[src/rtl/cache_mem_arbiter_if.sv]
`default_nettype none
// ============================================================================
//  Module   : cache_mem_arbiter_if
//  Brief    : Cache-side request/response and RAM-side bus of the memory arbiter.
//  Revision : 1.0  initial release
// ============================================================================
interface cache_mem_arbiter_if;
    // icache side
    logic        iREN;
    logic [31:0] iaddr;
    logic        iwait;
    logic [31:0] iload;
    // dcache side
    logic        dREN;
    logic        dWEN;
    logic [31:0] daddr;
    logic [31:0] dstore;
    logic        dwait;
    logic [31:0] dload;
    // RAM side
    logic        ramREN;
    logic        ramWEN;
    logic [31:0] ramaddr;
    logic [31:0] ramstore;
    logic [31:0] ramload;
    logic [1:0]  ramstate;

    // Arbiter view
    modport slave (
        input  iREN, iaddr, dREN, dWEN, daddr, dstore, ramload, ramstate,
        output iwait, iload, dwait, dload, ramREN, ramWEN, ramaddr, ramstore
    );

    // Caches + RAM view
    modport master (
        output iREN, iaddr, dREN, dWEN, daddr, dstore, ramload, ramstate,
        input  iwait, iload, dwait, dload, ramREN, ramWEN, ramaddr, ramstore
    );
endinterface
`default_nettype wire

[src/rtl/cache_mem_arbiter.sv]
`default_nettype none
// ============================================================================
//  Module   : cache_mem_arbiter
//  Brief    : Serializes icache/dcache accesses onto one word-wide RAM port.
//             Optional macro ARB_ROUND_ROBIN_EN: alternate winner on contention.
//  Revision : 1.0  initial release
// ============================================================================
module cache_mem_arbiter (
    input  wire logic          CLK,
    input  wire logic          nRST,
    cache_mem_arbiter_if.slave bus
);
    localparam logic [1:0] c_RAM_ACCESS = 2'd2;

    typedef enum logic [1:0] {
        NONE   = 2'd0,
        DCACHE = 2'd1,
        ICACHE = 2'd2
    } owner_t;

    owner_t r_owner;
    owner_t w_owner_next;
    owner_t w_arb;
    owner_t w_owner;
    logic   w_dreq;
    logic   w_ireq;
    logic   w_owner_req;
    logic   w_done;

    assign w_dreq = bus.dREN | bus.dWEN;
    assign w_ireq = bus.iREN;

`ifdef ARB_ROUND_ROBIN_EN
    // 1 = icache won the last completed grant, so dcache wins the next tie
    logic r_last_icache;

    always_ff @(posedge CLK or posedge nRST) begin
        if (nRST)
            r_last_icache <= 1'b1;
        else if (w_done)
            r_last_icache <= (w_owner == ICACHE);
    end

    always_comb begin
        w_arb = NONE;
        if (w_dreq && w_ireq)
            w_arb = r_last_icache ? DCACHE : ICACHE;
        else if (w_dreq)
            w_arb = DCACHE;
        else if (w_ireq)
            w_arb = ICACHE;
    end
`else
    always_comb begin
        w_arb = NONE;
        if (w_dreq)
            w_arb = DCACHE;
        else if (w_ireq)
            w_arb = ICACHE;
    end
`endif

    // Reset gates the combinational grant so no strobe escapes while nRST is high
    always_comb begin
        w_owner = NONE;
        if (!nRST)
            w_owner = (r_owner != NONE) ? r_owner : w_arb;
    end

    always_ff @(posedge CLK or posedge nRST) begin
        if (nRST)
            r_owner <= NONE;
        else
            r_owner <= w_owner_next;
    end

    always_comb begin
        bus.ramREN   = 1'b0;
        bus.ramWEN   = 1'b0;
        bus.ramaddr  = 32'd0;
        bus.ramstore = 32'd0;
        bus.iwait    = 1'b1;
        bus.dwait    = 1'b1;
        bus.iload    = 32'd0;
        bus.dload    = 32'd0;
        w_owner_req  = 1'b0;

        case (w_owner)
            DCACHE: begin
                w_owner_req  = w_dreq;
                bus.ramWEN   = bus.dWEN;
                bus.ramREN   = bus.dREN & ~bus.dWEN;
                bus.ramaddr  = bus.daddr;
                bus.ramstore = bus.dstore;
            end
            ICACHE: begin
                w_owner_req  = w_ireq;
                bus.ramREN   = bus.iREN;
                bus.ramaddr  = bus.iaddr;
            end
            default: ;
        endcase

        w_done = w_owner_req && (bus.ramstate == c_RAM_ACCESS);

        if (w_done && (w_owner == DCACHE)) begin
            bus.dwait = 1'b0;
            bus.dload = bus.ramload;
        end
        if (w_done && (w_owner == ICACHE)) begin
            bus.iwait = 1'b0;
            bus.iload = bus.ramload;
        end

        // Ownership is kept only while the owner still requests and has not finished
        w_owner_next = (w_owner_req && !w_done) ? w_owner : NONE;
    end
endmodule
`default_nettype wire

[src/flat_wrapper.sv]
// flat-port wrapper written by rule: the top's interface ports become plain ports
module cache_mem_arbiter_flat 
  (CLK, nRST, bus_iREN, bus_iaddr, bus_dREN, bus_dWEN, bus_daddr, bus_dstore, bus_ramload, bus_ramstate, bus_iwait, bus_iload, bus_dwait, bus_dload, bus_ramREN, bus_ramWEN, bus_ramaddr, bus_ramstore);
  cache_mem_arbiter_if bus_i ();
  input  wire logic CLK;
  input  wire logic nRST;
  input wire logic [$bits(bus_i.iREN)-1:0] bus_iREN;
  input wire logic [$bits(bus_i.iaddr)-1:0] bus_iaddr;
  input wire logic [$bits(bus_i.dREN)-1:0] bus_dREN;
  input wire logic [$bits(bus_i.dWEN)-1:0] bus_dWEN;
  input wire logic [$bits(bus_i.daddr)-1:0] bus_daddr;
  input wire logic [$bits(bus_i.dstore)-1:0] bus_dstore;
  input wire logic [$bits(bus_i.ramload)-1:0] bus_ramload;
  input wire logic [$bits(bus_i.ramstate)-1:0] bus_ramstate;
  output wire logic [$bits(bus_i.iwait)-1:0] bus_iwait;
  output wire logic [$bits(bus_i.iload)-1:0] bus_iload;
  output wire logic [$bits(bus_i.dwait)-1:0] bus_dwait;
  output wire logic [$bits(bus_i.dload)-1:0] bus_dload;
  output wire logic [$bits(bus_i.ramREN)-1:0] bus_ramREN;
  output wire logic [$bits(bus_i.ramWEN)-1:0] bus_ramWEN;
  output wire logic [$bits(bus_i.ramaddr)-1:0] bus_ramaddr;
  output wire logic [$bits(bus_i.ramstore)-1:0] bus_ramstore;
  assign bus_i.iREN = bus_iREN;
  assign bus_i.iaddr = bus_iaddr;
  assign bus_i.dREN = bus_dREN;
  assign bus_i.dWEN = bus_dWEN;
  assign bus_i.daddr = bus_daddr;
  assign bus_i.dstore = bus_dstore;
  assign bus_i.ramload = bus_ramload;
  assign bus_i.ramstate = bus_ramstate;
  assign bus_iwait = bus_i.iwait;
  assign bus_iload = bus_i.iload;
  assign bus_dwait = bus_i.dwait;
  assign bus_dload = bus_i.dload;
  assign bus_ramREN = bus_i.ramREN;
  assign bus_ramWEN = bus_i.ramWEN;
  assign bus_ramaddr = bus_i.ramaddr;
  assign bus_ramstore = bus_i.ramstore;
  cache_mem_arbiter u_core (.CLK(CLK), .nRST(nRST), .bus(bus_i));
endmodule
[config.mk]
export PLATFORM = sky130hd
export DESIGN_NAME = cache_mem_arbiter_flat
export DESIGN_NICKNAME = d
export VERILOG_FILES = /design/src/rtl/cache_mem_arbiter_if.sv /design/src/rtl/cache_mem_arbiter.sv /design/src/flat_wrapper.sv
export SDC_FILE = /design/constraint.sdc
export NUM_CORES = 1
export LEC_CHECK = 0
export CAP_MARGIN = 20
export CORE_AREA = 4 4 100 102
export CTS_CLUSTER_SIZE = 20
export DETAILED_ROUTE_END_ITERATION = 10
export DIE_AREA = 0 0 104 106
export MAX_ROUTING_LAYER = met4
export SYNTH_ARGS = -nofsm -noshare
export SYNTH_HDL_FRONTEND = slang
export SYNTH_SLANG_ARGS = --single-unit
export TNS_END_PERCENT = 1
[constraint.sdc]
create_clock -name CLK -period 4.8 [get_ports CLK]
set_input_delay 0.72 -clock CLK [delete_from_list [all_inputs] [get_ports CLK]]
set_output_delay 0.72 -clock CLK [all_outputs]
set_load 0.1 [all_outputs]
==> flow_metrics.tcl, run 1 <==
set metrics [dict create \
    outcome "finished clean" \
    rsz0062_at_grt "no" \
    die_width_um 104 \
    grt_pass1_wl_um 13900 \
    wl_um 9410 \
    rows 35 \
    timing.hold.ws_ns 0.664 \
    insertion_delay_ns 0.21 \
    drt-wirelength-per-cell_um 16.5 \
    slew_violations 0 \
    hold_viol 0 \
    reg_top3 "u_core.r_owner x2" \
    fin_worst_skew_ns 0.00490 \
    port_buffers 266 \
    cts_tree "yes" \
    end_kind "output port" \
    cp.required_ns 4.08 \
    cts-htree-levels 1 \
    core_area_um2 9110 \
    cts_setup_buffers 0 \
    diodes 0 \
    p_per_area_nw_per_um2 121 \
    drcViolationCount 0 \
    grt_util_all_layers_pct 16.5 \
    crit_family "compound AO/OA/AOI/OAI gates" \
    setup_viol 0 \
    die_y_um 106 \
    grt_pass1_vias 2497 \
    dieArea_um2 11000 \
    fin_crit_ns 3.91 \
    clockRootBuffer "clkbuf_8" \
    cp.arrival_ns 3.19 \
    cts_hold_buf 0 \
    worstSetupPathType "primary input to output port" \
    reg2reg_slack_ns 2.44 \
    peakVddDrop_mv 0.0834 \
    ys_warn_count 0 \
    synthCells 209 \
    antenna_left 0 \
    fmax_ghz 0.256 \
    clock_path_buffers 2 \
    overflow 0 \
    io_pins 267 \
    maxSlewHeadroom_pct 71.5 \
    seq_area_frac_synth_pct 3.77 \
    hold_path.class "register to register" \
    yosysUniqueCellTypes 23 \
    startpoint_type "primary input" \
    grt_start_max_net_pins 48 \
    yosysTopAreaCell "and2_1" \
    min_period_over_period_pct 81.4 \
    cp_slowest_cell "clkdlybuf4s50_1" \
    largest_reg_flops 2 \
    top_register "u_core.r_owner" \
    dp_hpwl_um 8330 \
    clock-sinks 2 \
    tightest_slew_ns 0.427 \
    synth_fp_nets 346 \
    vias_per_cell 4.21 \
    nets 599 \
    drtPass1Iterations 4 \
    ctsResizeCount 0 \
    cap_violations 0 \
    synth.cell_area_um2 1330 \
    gp_congestion 0.795 \
    dr.first_iter.drc_count 48 \
    synth_area_leaders "and2_1 46%, a22oi_1 18%, nor2_1 9.1%" \
    power_leakage_nw 2.06 \
    area_delta_synth_final_pct 275 \
    clk_pin_slew_ns 0.03 \
    crit_chain "clkdlybuf4s50_1 > nor4b_1 > o21ai_0 > ha_2 > o21a_1 > o211a_4 > and2_1 > buf_12" \
    antenna_found_initial 0 \
    cp_max_fo 33 \
    ys_ff_latch 2 \
    timing.critical_path.buf_inv 2 \
    start_util_pct 14.6 \
    final.setup.tns_ns 0 \
    cp_slowest_stage_delay_ns 0.58 \
    num_vias 2405 \
    synth_area_per_cell_um2 6.35 \
    cts_buffers 3 \
    drive_gt1_share_pct 31.1 \
    synth_top_area_share_pct 45.8 \
]
==> cells by family after synthesis <==
| family | share of synthesized area, % |
|---|---|
| buffers and inverters | 11.2 |
| AO/OA/AOI/OAI | 23.4 |
| adder cells (fa/ha/maj) | 1.89 |
| flip-flops | 3.77 |
| AND/OR/NAND/NOR | 59.7 |
==> where the power goes <==
group | switching, mW | internal, mW | leakage, nW
Clock | 0.0142 | 0.0531 | 0.0216
Sequential | 0.000123 | 0.0173 | 0.0278
Combinational | 0.318 | 0.200 | 2.01
==> path summary, 6_finish.rpt <==
kind                                     endpoint  cells after the start               from
worst max-delay path                bus_iload[14]                      8           bus_dREN
worst min-delay path            u_core.r_owner[1]                      2  u_core.r_owner[1]
worst max register to register  u_core.r_owner[1]                      8  u_core.r_owner[0]
worst min register to register  u_core.r_owner[1]                      2  u_core.r_owner[1]
max in group asynchronous       u_core.r_owner[1]                      2               nRST
min in group asynchronous       u_core.r_owner[0]                      2               nRST
==> placed cells by master (no fill, tap or decap), types with 2 or more instances in the layout <==
| cell | count |
|---|---|
| clkdlybuf4s50_1 | 134 |
| buf_12 | 99 |
| and2_1 | 97 |
| buf_4 | 36 |
| a22oi_1 | 32 |
| nor2_1 | 32 |
| inv_1 | 7 |
| clkbuf_8 | 3 |
| a21oi_1 | 2 |
| o21ai_0 | 2 |
| dfrtp_1 | 2 |
==> tightest hold or removal path: stages, from the launching register on <==
cell and delay [ns]:
dfrtp_1 0.33, o21ai_0 0.14, nor2b_1 0.14
==> area by class of cell <==
type	count	area [um2]
Inverter	7	26.3
Fill cell	820	4130
Multi-Input combinational cell	179	1130
Clock buffer	3	41.3
Sequential cell	2	50.0
Tap cell	111	139
Timing Repair Buffer	269	3590
==> cell usage after synthesis <==
library cell and count:
nor4b_1 1, inv_1 7, a211o_1 1, a22oi_1 32, o21bai_1 1, buf_6 5
dfrtp_1 2, nor2_1 32, nand2_1 1, and3_4 1, ha_1 2, nand3b_1 1
o211a_4 1, buf_2 5, and2_4 1, o21a_1 1, clkbuf_1 11, a221oi_1 1
nor2b_1 1, a21oi_1 2, and2_1 97, o21ai_0 2, nor3b_4 1
==> routing by layer <==
layer | global-route usage, % | vias up | wire length [um]
met5 | - | - | 0
met4 | 2.85 | 0 | 81
met3 | 3.64 | 6 | 746
met2 | 31.9 | 157 | 5110
met1 | 17.3 | 1051 | 3470
li1 | - | 1191 | -
==> stage by stage <==
stage / util (%) / total power, mW / setup slack, ns / instances / cell area [um2]
floorplan: - / 0.314 / 0.957 / 209 / 1330
global placement: 54.2 / 0.536 / 0.896 / 568 / 4940
detailed placement: 54.2 / 0.540 / 0.841 / 568 / 4940
CTS: 54.7 / 0.610 / 0.832 / 571 / 4980
global route: 54.7 / 0.629 / 0.563 / 571 / 4980
finish: 54.7 / 0.603 / 0.893 / 571 / 4980
Note: power is estimated with default switching activity, not from simulation.
==> inputs of run 2 (changes only) <==
--- a/config.mk
+++ b/config.mk
@@ -6,10 +6,10 @@
 export NUM_CORES = 1
 export LEC_CHECK = 0
 export CAP_MARGIN = 20
-export CORE_AREA = 4 4 100 102
+export CORE_AREA = 4 4 102 104
 export CTS_CLUSTER_SIZE = 20
 export DETAILED_ROUTE_END_ITERATION = 10
-export DIE_AREA = 0 0 104 106
+export DIE_AREA = 0 0 106 108
 export MAX_ROUTING_LAYER = met4
 export SYNTH_ARGS = -nofsm -noshare
 export SYNTH_HDL_FRONTEND = slang
==> constraint.sdc (replaced) <==
create_clock -name CLK -period 3.85 [get_ports CLK]
set_input_delay 0.5775 -clock CLK [delete_from_list [all_inputs] [get_ports CLK]]
set_output_delay 0.5775 -clock CLK [all_outputs]
set_load 0.1 [all_outputs]
==> run 2 against run 1 <==
  * Hold slack worse by 0.096 ns
  * Critical path depth is 1 higher
  * Register-to-register slack worse by 0.63 ns
  * Largest cell class unchanged
  * Global-route usage is 1.3 points lower
  * Combinational power is 37% higher
  * Sequential cell count stayed put
  * Setup slack worse by 0.65 ns
  * Clock skew is 0.0047 ns lower
  * Critical path type unchanged
  * Highest routed layer unchanged
  * Clock power is 24% higher
==> flow_metrics.tcl, run 2 (same netlist as run 1, synthesis figures left out) <==
set metrics [dict create \
    outcome "finished clean" \
    rows 36 \
    end_kind "output port" \
    peakVddDrop_mv 0.117 \
    fin_crit_ns 3.61 \
    design_power_total_mw 0.815 \
    dp_slack_ns 0.211 \
    gp_congestion 0.712 \
    grt_start_max_net_pins 39 \
    cts_setup_buffers 0 \
    antenna_found_initial 0 \
    overflow 0 \
    endpoint "bus_dload[3]" \
    final_common_cell "clkdlybuf4s50_1" \
    worstReg2RegStart "u_core.r_owner[1]" \
    clockRootBuffer "clkbuf_8" \
    largest_reg_flops 2 \
    drtPass1Iterations 4 \
    cp.required_ns 3.27 \
    maxSlewHeadroom_pct 75.8 \
    dp_hpwl_um 8390 \
    p_int_mw 0.388 \
    hold_viol 0 \
    combPwrFrac_pct 87.1 \
    stdcell_count 594 \
    area_delta_synth_final_pct 310 \
    slew_violations 0 \
    die_width_um 106 \
    nets 600 \
    antenna_left 0 \
    clk_pin_slew_ns 0.03 \
    finish.utilization_pct 57.0 \
    ctsResizeCount 0 \
    worstSetupPathType "primary input to output port" \
    clkPwrFrac_pct 10.2 \
    wl_um 9400 \
    cp.arrival_ns 3.03 \
    p_per_area_nw_per_um2 150 \
    io_pins 267 \
    diodes 0 \
    grt_pass1_wl_um 13300 \
    port_buffers 266 \
    dp.cells 591 \
    final.setup.tns_ns 0 \
    cts_tree "yes" \
    reg_top3 "u_core.r_owner x2" \
    clock-sinks 2 \
    clock_path_buffers 2 \
    grt_pass1_vias 2534 \
    drive_gt1_share_pct 31.2 \
    grt_util_all_layers_pct 15.2 \
    dieArea_um2 11400 \
    seqPwrFrac_pct 2.7 \
    final_cell_mix "134 x clkdlybuf4s50_1, 133 x buf_12, 97 x and2_1, 32 x a22oi_1, 32 x nor2_1" \
    core_area_um2 9550 \
    start_util_pct 13.9 \
    dr.first_iter.drc_count 99 \
    setup_viol 0 \
    rsz0062_at_grt "no" \
    power_leakage_nw 2.18 \
    insertion_delay_ns 0.21 \
    fin_worst_skew_ns 0.000218 \
    setup_ws_ns 0.244 \
    vias_per_cell 4.13 \
    switchingPower_mw 0.427 \
    p_sw_share_pct 52.4 \
    cap_violations 0 \
    drt-wirelength-per-cell_um 15.8 \
    cts_hold_buf 0 \
    cts_buffers 3 \
    cts-htree-levels 1 \
    drcViolationCount 0 \
    reg2reg_slack_ns 1.81 \
    crit_path_start "bus_iREN" \
    fmax_ghz 0.277 \
    tightest_slew_ns 0.363 \
    regToRegEndpoint "u_core.r_owner[1]" \
    startpoint_type "primary input" \
    cp_max_fo 33 \
    top_register "u_core.r_owner" \
    min_period_over_period_pct 93.7 \
    num_vias 2455 \
    hold_path.class "primary input to async pin" \
    rr_worst_depth 7 \
    die_y_um 108 \
]
[run 2: cell types whose count changed in the layout (fill, tap and decap cells not counted), sizes merged]
| cell | delta |
|---|---|
| buf | +1 |
[run 2: through the flow]
stage | hold WS (ns) | instance area (um2)
after global routing | 0.583 | 5440
after floorplan | 0.325 | 1330
after global placement | 0.652 | 5400
after detailed placement | 0.666 | 5400
after CTS | 0.566 | 5440
final | 0.567 | 5440
[run 2: area by class of cell]
type,instances,area [um2]
Clock buffer,3,41.3
Inverter,7,26.3
Multi-Input combinational cell,179,1130
Fill cell,823,4110
Timing Repair Buffer,270,4030
Tap cell,133,166
Sequential cell,2,50.0
[run 2: per-layer routing]
| metal | track usage, % | vias to the layer above | wire length [um] |
|---|---|---|---|
| li1 | - | 1193 | - |
| met1 | 14.9 | 1090 | 3240 |
| met2 | 30.4 | 166 | 5180 |
| met3 | 4.30 | 6 | 921 |
| met4 | 1.94 | 0 | 54 |
| met5 | - | - | 0 |
[run 2: how the worst min path moves through the flow]
| stage | start | cells past startpoint | end | slack [ns] |
|---|---|---|---|---|
| after global placement | u_core.r_owner[1] | 2 | u_core.r_owner[1] | 0.65 |
| after floorplan | nRST | 1 | u_core.r_owner[0] | 0.32 |
| final | nRST | 2 | u_core.r_owner[0] | 0.57 |
| after global routing | nRST | 2 | u_core.r_owner[1] | 0.58 |
| after CTS | nRST | 2 | u_core.r_owner[0] | 0.57 |
| after detailed placement | u_core.r_owner[1] | 2 | u_core.r_owner[1] | 0.67 |
[run 2: power by group through the flow]
| stage | sequential, mW | combinational, mW | clock, mW |
|---|---|---|---|
| final | 0.0217 | 0.710 | 0.0833 |
| after detailed placement | 0.0219 | 0.715 | 0 |
| after global routing | 0.0217 | 0.735 | 0.0890 |
| after CTS | 0.0217 | 0.716 | 0.0852 |
| after global placement | 0.0219 | 0.711 | 0 |
| after floorplan | 0.0218 | 0.370 | 0 |
[run 2: critical path, stage by stage]
cell and delay, ns:
clkdlybuf4s50_1 0.49, nor4b_1 0.18, o21ai_0 0.29, inv_1 0.08
ha_1 0.33, nor3b_4 0.24, and3_4 0.40, and2_1 0.24
buf_12 0.19
==> inputs of run 3 (changes only) <==
--- a/config.mk
+++ b/config.mk
@@ -5,8 +5,9 @@
 export SDC_FILE = /design/constraint.sdc
 export NUM_CORES = 1
 export LEC_CHECK = 0
-export CAP_MARGIN = 20
+export CAP_MARGIN = 10
 export CORE_AREA = 4 4 102 104
+export CTS_CLUSTER_DIAMETER = 40
 export CTS_CLUSTER_SIZE = 20
 export DETAILED_ROUTE_END_ITERATION = 10
 export DIE_AREA = 0 0 106 108
==> results of run 3 <==
Final layout, timing and power as in run 2 (identical DEF).
==> edit, RTL diff (config.mk and constraints of run 2) <==
Add a define of `ARB_ROUND_ROBIN_EN`.
--- a/src/rtl/cache_mem_arbiter.sv
+++ b/src/rtl/cache_mem_arbiter.sv
@@ -5,6 +5,8 @@
 //             Optional macro ARB_ROUND_ROBIN_EN: alternate winner on contention.
 //  Revision : 1.0  initial release
 // ============================================================================
+`define ARB_ROUND_ROBIN_EN
+
 module cache_mem_arbiter (
     input  wire logic          CLK,
     input  wire logic          nRST,
Check against the original RTL: not equivalent (a bounded check fails within 4 cycles, from zero or initial values and one cycle with nRST high).
==> edit against run 2 <==
  * Area after synthesis is 4.7% higher
  * Cell area grew 1.9%
  * Total power is 62% higher
  * Critical path depth grew 1
  * Sequential cell count increased by 1
  * Setup slack lost 0.018 ns
  * Routed wire length down 0.17%
  * Core utilization increased by 1.1 points
  * Clock power is 6.6% higher
  * Critical endpoint is now bus_iload[16]
  * Highest routed layer unchanged
==> edit: results (changes against run 2) <==
The share of final-layout standard cells stronger than drive strength 1 came out at 31.78% (+0.54 points). The global-route track usage on met2 came out at 30.74% (+0.36 points). The total global-route track usage came out at 15.48% (+0.28 points). The met3 usage in global routing was 2.866% (-1.4 points).

The maximum clock rate came out at 275.9 MHz (-0.50%). The tightest min-delay check is of the register to register type. The post-synthesis cell type count is 28 (+22%). The worst setup slack before clock tree synthesis came out at 0.2168 ns (+0.005397 ns).

The maximum ir drop on the vdd rail came to 0.1483 mV (+27%). The maximum number of pins on one net before global-route repair came to 46 (+18%). The reg-to-reg endpoint is u_core.r_last_icache$_DFFE_PP1N_.

The adder-cell share of the synthesized area is 1.802% (-0.085 points). The filler cell count in the final layout was 832 (+1.1%). The via count came out at 2510 (+2.2%). The category of cells accounting for the largest share of critical-path delay is buffers and inverters. In this run the worst setup path terminates at bus_iload[16]. The final worst clock skew came out at 0.003527 ns (+0.003310 ns). The cell depth of the worst flop-to-flop path was 9 (+2). The HPWL after detailed placement is 8.410 mm (+0.30%). The flow ran to the end, and the final reports show no timing, DRC or antenna violations.

The final-stage net count came out at 610 (+1.7%). The final weighted congestion in routability-driven placement came out at 0.7697 (+8.1%). The wire length on met2 is 5.173 mm (-0.15%). The violation count after the first detailed-routing iteration is 55 (-44%). The leakage power is 2.189 nW (+0.57%). The sequential fraction of the synthesis area came out at 5.495% (+1.7 points).
-- edit: logic make-up after synthesis --
logic type / Yosys count
AO/OA/AOI/OAI: 42
adder cells (fa/ha/maj): 2
buffers and inverters: 25
flip-flops: 3
AND/OR/NAND/NOR: 143
-- edit: area by class of cell --
| class | count | area [µm²] | area share (%) |
|---|---|---|---|
| Timing Repair Buffer | 274 | 4069 | 73.38 |
| Sequential cell | 3 | 76.32 | 1.376 |
| Inverter | 4 | 15.01 | 0.2708 |
| Clock buffer | 4 | 45.04 | 0.8123 |
| Tap cell | 133 | 166.4 | 3.001 |
| Multi-Input combinational cell | 187 | 1174 | 21.16 |
-- edit: stage by stage --
step                total power, W  instance area, µm²  std cells  hold WS, ns
floorplan                0.0007368                1389        215       0.3304
global placement          0.001230                5500        601       0.4951
detailed placement        0.001238                5500        601       0.5004
CTS                       0.001332                5545        605       0.5052
global route              0.001372                5545        605       0.5284
finish                    0.001318                5545        605       0.4940
